--- src/rtl/crop_box_scheduler.sv ---
// Shares one crop_filter between two requesters: round-robin box grant, crop origin load,
// pixel counting to end of frame, then filter re-arm and owner report.
module crop_box_scheduler #(
    parameter int unsigned IN_ROWS          = 40,
    parameter int unsigned IN_COLS          = 40,
    parameter int unsigned OUT_ROWS         = 20,
    parameter int unsigned OUT_COLS         = 20,
    parameter int unsigned IMG_ROW_BITWIDTH = 10,
    parameter int unsigned IMG_COL_BITWIDTH = 10,
    parameter int unsigned PIX_CNT_BITWIDTH = 21
) (
    input  logic                                         clk,
    input  logic                                         reset,
    input  logic [IMG_ROW_BITWIDTH+IMG_COL_BITWIDTH-1:0] req0_TDATA,
    input  logic                                         req0_TVALID,
    output logic                                         req0_TREADY,
    input  logic [IMG_ROW_BITWIDTH+IMG_COL_BITWIDTH-1:0] req1_TDATA,
    input  logic                                         req1_TVALID,
    output logic                                         req1_TREADY,
    output logic [IMG_ROW_BITWIDTH-1:0]                  crop_Y1_TDATA,
    output logic                                         crop_Y1_TVALID,
    input  logic                                         crop_Y1_TREADY,
    output logic [IMG_COL_BITWIDTH-1:0]                  crop_X1_TDATA,
    output logic                                         crop_X1_TVALID,
    input  logic                                         crop_X1_TREADY,
    input  logic                                         pix_TVALID,
    input  logic                                         pix_TREADY,
    output logic                                         crop_rearm,
    output logic                                         frame_done,
    output logic                                         frame_owner,
    output logic                                         busy
);

    localparam int unsigned R = IMG_ROW_BITWIDTH;
    localparam int unsigned C = IMG_COL_BITWIDTH;
    localparam int unsigned W = R + C;
    localparam int unsigned P = PIX_CNT_BITWIDTH;

    localparam logic [R-1:0] Y1_MAX   = R'(IN_ROWS - OUT_ROWS);
    localparam logic [C-1:0] X1_MAX   = C'(IN_COLS - OUT_COLS);
    localparam logic [P-1:0] PIX_LAST = P'(IN_ROWS * IN_COLS - 1);

    typedef enum logic [1:0] {
        IDLE = 2'd0,
        LOAD = 2'd1,
        RUN  = 2'd2,
        DONE = 2'd3
    } state_t;

    state_t         state_q, state_d;
    logic           arm_q;
    logic           rr_last_q, rr_last_d;
    logic           owner_q, owner_d;
    logic [P-1:0]   pix_cnt_q, pix_cnt_d;
    logic [R-1:0]   y1_d, req_y;
    logic [C-1:0]   x1_d, req_x;
    logic           y_vld_d, x_vld_d;
    logic           rearm_d, done_d, fowner_d, busy_d;
    logic           gnt0, gnt1;

    // arm_q keeps both TREADYs low until the first clock after reset release
    always_ff @(posedge clk or negedge reset) begin
        if (!reset) begin
            state_q        <= IDLE;
            arm_q          <= 1'b0;
            rr_last_q      <= 1'b1;
            owner_q        <= 1'b0;
            pix_cnt_q      <= '0;
            crop_Y1_TDATA  <= '0;
            crop_X1_TDATA  <= '0;
            crop_Y1_TVALID <= 1'b0;
            crop_X1_TVALID <= 1'b0;
            crop_rearm     <= 1'b0;
            frame_done     <= 1'b0;
            frame_owner    <= 1'b0;
            busy           <= 1'b0;
        end else begin
            state_q        <= state_d;
            arm_q          <= 1'b1;
            rr_last_q      <= rr_last_d;
            owner_q        <= owner_d;
            pix_cnt_q      <= pix_cnt_d;
            crop_Y1_TDATA  <= y1_d;
            crop_X1_TDATA  <= x1_d;
            crop_Y1_TVALID <= y_vld_d;
            crop_X1_TVALID <= x_vld_d;
            crop_rearm     <= rearm_d;
            frame_done     <= done_d;
            frame_owner    <= fowner_d;
            busy           <= busy_d;
        end
    end

    always_comb begin
        state_d   = state_q;
        rr_last_d = rr_last_q;
        owner_d   = owner_q;
        pix_cnt_d = pix_cnt_q;
        y1_d      = crop_Y1_TDATA;
        x1_d      = crop_X1_TDATA;
        y_vld_d   = crop_Y1_TVALID;
        x_vld_d   = crop_X1_TVALID;
        rearm_d   = 1'b0;
        done_d    = 1'b0;
        fowner_d  = frame_owner;
        gnt0      = 1'b0;
        gnt1      = 1'b0;
        req_y     = '0;
        req_x     = '0;

        case (state_q)
            IDLE: begin
                // round-robin: on contention the requester not served last wins
                gnt0  = arm_q & req0_TVALID & (~req1_TVALID | rr_last_q);
                gnt1  = arm_q & req1_TVALID & (~req0_TVALID | ~rr_last_q);
                req_y = gnt1 ? req1_TDATA[W-1:C] : req0_TDATA[W-1:C];
                req_x = gnt1 ? req1_TDATA[C-1:0] : req0_TDATA[C-1:0];
                if (gnt0 | gnt1) begin
                    y1_d      = (req_y > Y1_MAX) ? Y1_MAX : req_y;
                    x1_d      = (req_x > X1_MAX) ? X1_MAX : req_x;
                    y_vld_d   = 1'b1;
                    x_vld_d   = 1'b1;
                    rr_last_d = gnt1;
                    owner_d   = gnt1;
                    state_d   = LOAD;
                end
            end
            LOAD: begin
                y_vld_d = crop_Y1_TVALID & ~crop_Y1_TREADY;
                x_vld_d = crop_X1_TVALID & ~crop_X1_TREADY;
                if (!y_vld_d && !x_vld_d) begin
                    state_d = RUN;
                end
            end
            RUN: begin
                if (pix_TVALID && pix_TREADY) begin
                    if (pix_cnt_q == PIX_LAST) begin
                        pix_cnt_d = '0;
                        done_d    = 1'b1;
                        rearm_d   = 1'b1;
                        fowner_d  = owner_q;
                        state_d   = DONE;
                    end else begin
                        pix_cnt_d = pix_cnt_q + P'(1);
                    end
                end
            end
            DONE: begin
                state_d = IDLE;
            end
            default: begin
                state_d = IDLE;
            end
        endcase

        busy_d = (state_d != IDLE);
    end

    assign req0_TREADY = gnt0;
    assign req1_TREADY = gnt1;

endmodule

--- config.mk ---
export PLATFORM = sky130hd
export DESIGN_NAME = crop_box_scheduler
export DESIGN_NICKNAME = d
export VERILOG_FILES = /design/src/rtl/crop_box_scheduler.sv
export SDC_FILE = /design/constraint.sdc
export NUM_CORES = 1
export LEC_CHECK = 0
export ABC_AREA = 1
export BUFFER_PORTS_ARGS = -buffer_cell sky130_fd_sc_hd__buf_2
export CAP_MARGIN = 15
export CORE_UTILIZATION = 40
export CTS_CLUSTER_DIAMETER = 100
export DETAILED_ROUTE_END_ITERATION = 16
export GPL_TIMING_DRIVEN = 0
export PLACE_DENSITY = 0.62
export SYNTH_ARGS = -nofsm -noshare
export SYNTH_HDL_FRONTEND = slang
export SYNTH_SLANG_ARGS = --single-unit
--- constraint.sdc ---
create_clock -name clk -period 2 [get_ports clk]
set_input_delay 0.4 -clock clk [delete_from_list [all_inputs] [get_ports clk]]
set_output_delay 0.4 -clock clk [all_outputs]
set_load 0.005 [all_outputs]
==> impl_results.md <==
* Outcome: finished clean
* Detailed Route Iter0 Violations at 140
* Worst path slowest cell: dfrtp_1
* Post-Place Cells at 526
* Die Span Y at 85.3 um
* Post-Route WL at 6.33 mm
* Design internal power at 1770 uW
* Fmax at 554 MHz
* Crit path DAT at 1.41 ns
* RSZ-0062 raised after global routing: false
* Io pins at 76
* First-pass DRT Iterations at 4
* Tot GR Track Use at 18.6%
* Final worst-path cycle share at 90.3%
* Post-synth ARST share at 100%
* Starting Density at 42.5%
* Post-route setup slack at 0.193 ns
* Final Critical Period at 1.81 ns
* Worst path required time at 1.60 ns
* Clock latency on the worst-skew pair at 0.30 ns
* CP max stage delay at 0.44 ns
* Clock Tree Root: clkbuf_8
* Top-count cell post-synth: nand2_1
* Leak Pwr at 0.00195 uW
* Clock share of power at 33.8%
* Share of cells above drive strength 1 at 24.0%
* First-pass GRT wire length at 10.8 mm
* Vias in the first global route at 2,456
* Post-synth EDFFs at 0
* Yosys top cell by area: dfrtp_1
* Mapped Cells at 374
* Synthesized flop and latch total at 51
* Antenna cells at 0
* Final setup viols at 0
* Max-cap violations at 0
* Via count at 2,615
* Avg Cell Area, Syn at 7.42 um2
* Register area share after synthesis at 46.0%
* Psw at 730 uW
* Clock buffer depth at 2
* Comb pwr share at 18.0%
* Power Density at 731 nW/um2
* Total die area at 7280 um2
* Total Nets Final at 507
* Setup TNS at 0 ns
* Hold Crit Class: in2reg
* Synthesized Nets at 423
* Syn. warnings at 0
* CTS buffer count at 5
* Top post-synthesis cells by area: dfrtp_1 (45%), nand2_1 (14%), inv_1 (7.6%), nor2_1 (5.8%), nand3_1 (5.4%)
* Area grow syn2layout at 23.2%
* Largest net degree at the start of global routing at 52
* Crit. End Element: output pin
* Slew Limit Fails at 0
* Crit path kind: reg2out
* CP cell instances: nor2_1 > nand4_1 > inv_2 > buf_2
* Dpl ws at 0.163 ns
* HPWL after detailed placement at 4.86 mm
* Count of cell types in the netlist at 34
* Worst R2R Path Depth at 6
* Peak VDD IR at 0.307 mV
* Synth Cell Area at 2780 um2
* Clock Sink Count at 51
* CTS clk-pin slew, worst paths at 0.09 ns
* Synth top area share at 45.1%
* Antenna-violating nets left at 0
* WL/cell at 11.8 um
* DP Area at 3250 um2
* GRT overflow at 0
* CP Max Fanout at 4
* Net Sw Frac at 29.2%
* CTS tree: yes
* Core Region at 6530 um2
* # rows at 29
* Initial antenna violation count at 0
* IO Port Bufs at 75
* Final Non-Filler Cells at 536
* Startpoint Class: flop
* Post-route cell area at 3420 um2
* Most frequent cells after synthesis: nand2_1 (101), inv_1 (56), dfrtp_1 (50)
* Most common flop cell mapped by yosys: dfrtp_1
* Fin util at 52.4%
* Clock skew at 0.00563 ns
* Die width at 85.3 um
* Vias per cell at 4.88
* Flop pwr share at 48.2%
* Drc violations at 0
* Hold Violations, Final at 0
* CTS H-tree lvls at 2
* Hold path depth at 2
* GP Congestion at 0.879
## timing repair
item                                    in CTS  in global routing
buffers inserted                             0                  0
gates resized for setup                      0                  1
endpoints found under the setup margin       0                  2
hold buffers                                 0                  1
endpoints found under the hold margin        0                  9
## layout make-up
type,count,area [um2]
flip-flops and latches,51,1280
plain buffers,7,45.0
multi-input cells,256,1230
fillers,637,3110
repair buffers,77,405
inverters,60,225
clock buffers,5,68.8
clock inverters,3,67.6
well taps,77,96.3
## power groups by stage
| stage | sequential, uW | clock (uW) | combinational [uW] |
|---|---|---|---|
| final | 1200 | 845 | 450 |
| after global routing | 1210 | 911 | 516 |
| after CTS | 1200 | 865 | 443 |
| after detailed placement | 1220 | 0 | 438 |
| after global placement | 1220 | 0 | 429 |
| after floorplan | 1200 | 0 | 304 |
## cell families (layout without fill, tap and decap cells)
logic type	Yosys count	in the layout	synth area share, %
AO/OA/AOI/OAI	34	34	6.67
XOR/XNOR	6	6	1.89
adder cells (fa/ha/maj)	1	1	0.451
buffers and inverters	67	152	9.74
flip-flops	51	51	46.0
other	1	1	0.135
AND/OR/NAND/NOR	214	214	35.1
## sequential cells by signal, indices dropped and copies added (netlist names)
signal	flops
arm_q	1
busy	1
crop_X1_TDATA	10
crop_X1_TVALID	1
crop_Y1_TDATA	10
crop_Y1_TVALID	1
frame_done	1
frame_owner	1
owner_q	1
pix_cnt_q	21
rr_last_q	1
state_q	2
## final timing paths
check,end,slack (ns),start
hold / removal,crop_X1_TVALID,0.29,crop_X1_TREADY
setup / recovery,req0_TREADY,0.19,state_q[1]
setup reg to reg,pix_cnt_q[6],0.21,pix_cnt_q[0]
min in group asynchronous,crop_Y1_TDATA[3],0.51,reset
hold reg to reg,crop_X1_TDATA[1],0.48,crop_X1_TDATA[1]
max in group asynchronous,rr_last_q,0.92,reset
## through the flow
step | power [uW] | hold WS (ns)
6_report | 2500 | 0.293
5_1_grt | 2640 | 0.287
4_1_cts | 2510 | 0.287
3_5_place_dp | 1660 | 0.462
3_3_place_gp | 1650 | 0.461
2_1_floorplan | 1500 | 0.104
## layout by cell type, fill, tap and decap left out, types with 3 or more instances in the layout
cell type	netlist	routed
buf_2	3	78
clkbuf_8	0	5
dfrtp_1	50	50
inv_1	56	56
inv_2	4	4
nand2_1	101	101
nand2_2	4	4
nand3_1	30	30
nand3b_1	3	3
nand4_1	8	8
nor2_1	43	43
nor2_2	3	3
nor2_4	4	4
nor3_1	13	13
o21ai_0	18	18
o21ai_1	7	7
xor2_1	6	6
## routing by layer
metal / share of wire, % / wire length, um / vias to the layer above / track usage, %
li1: - / - / 1341 / -
met1: 49 / 3100 / 1207 / 25.6
met2: 47 / 2950 / 63 / 30.4
met3: 3.4 / 218 / 4 / 3.60
met4: 0.95 / 60 / 0 / 4.39
met5: 0 / 0 / - / 0
## worst max-delay path: cells and delay by family, from the launching register on
| kind | cells | cell delay (ns) |
|---|---|---|
| buf+inv | 2 | 0.24 |
| simple gates | 2 | 0.42 |
| flops | 1 | 0.44 |
No activity file was read; power rests on OpenSTA's default activity.
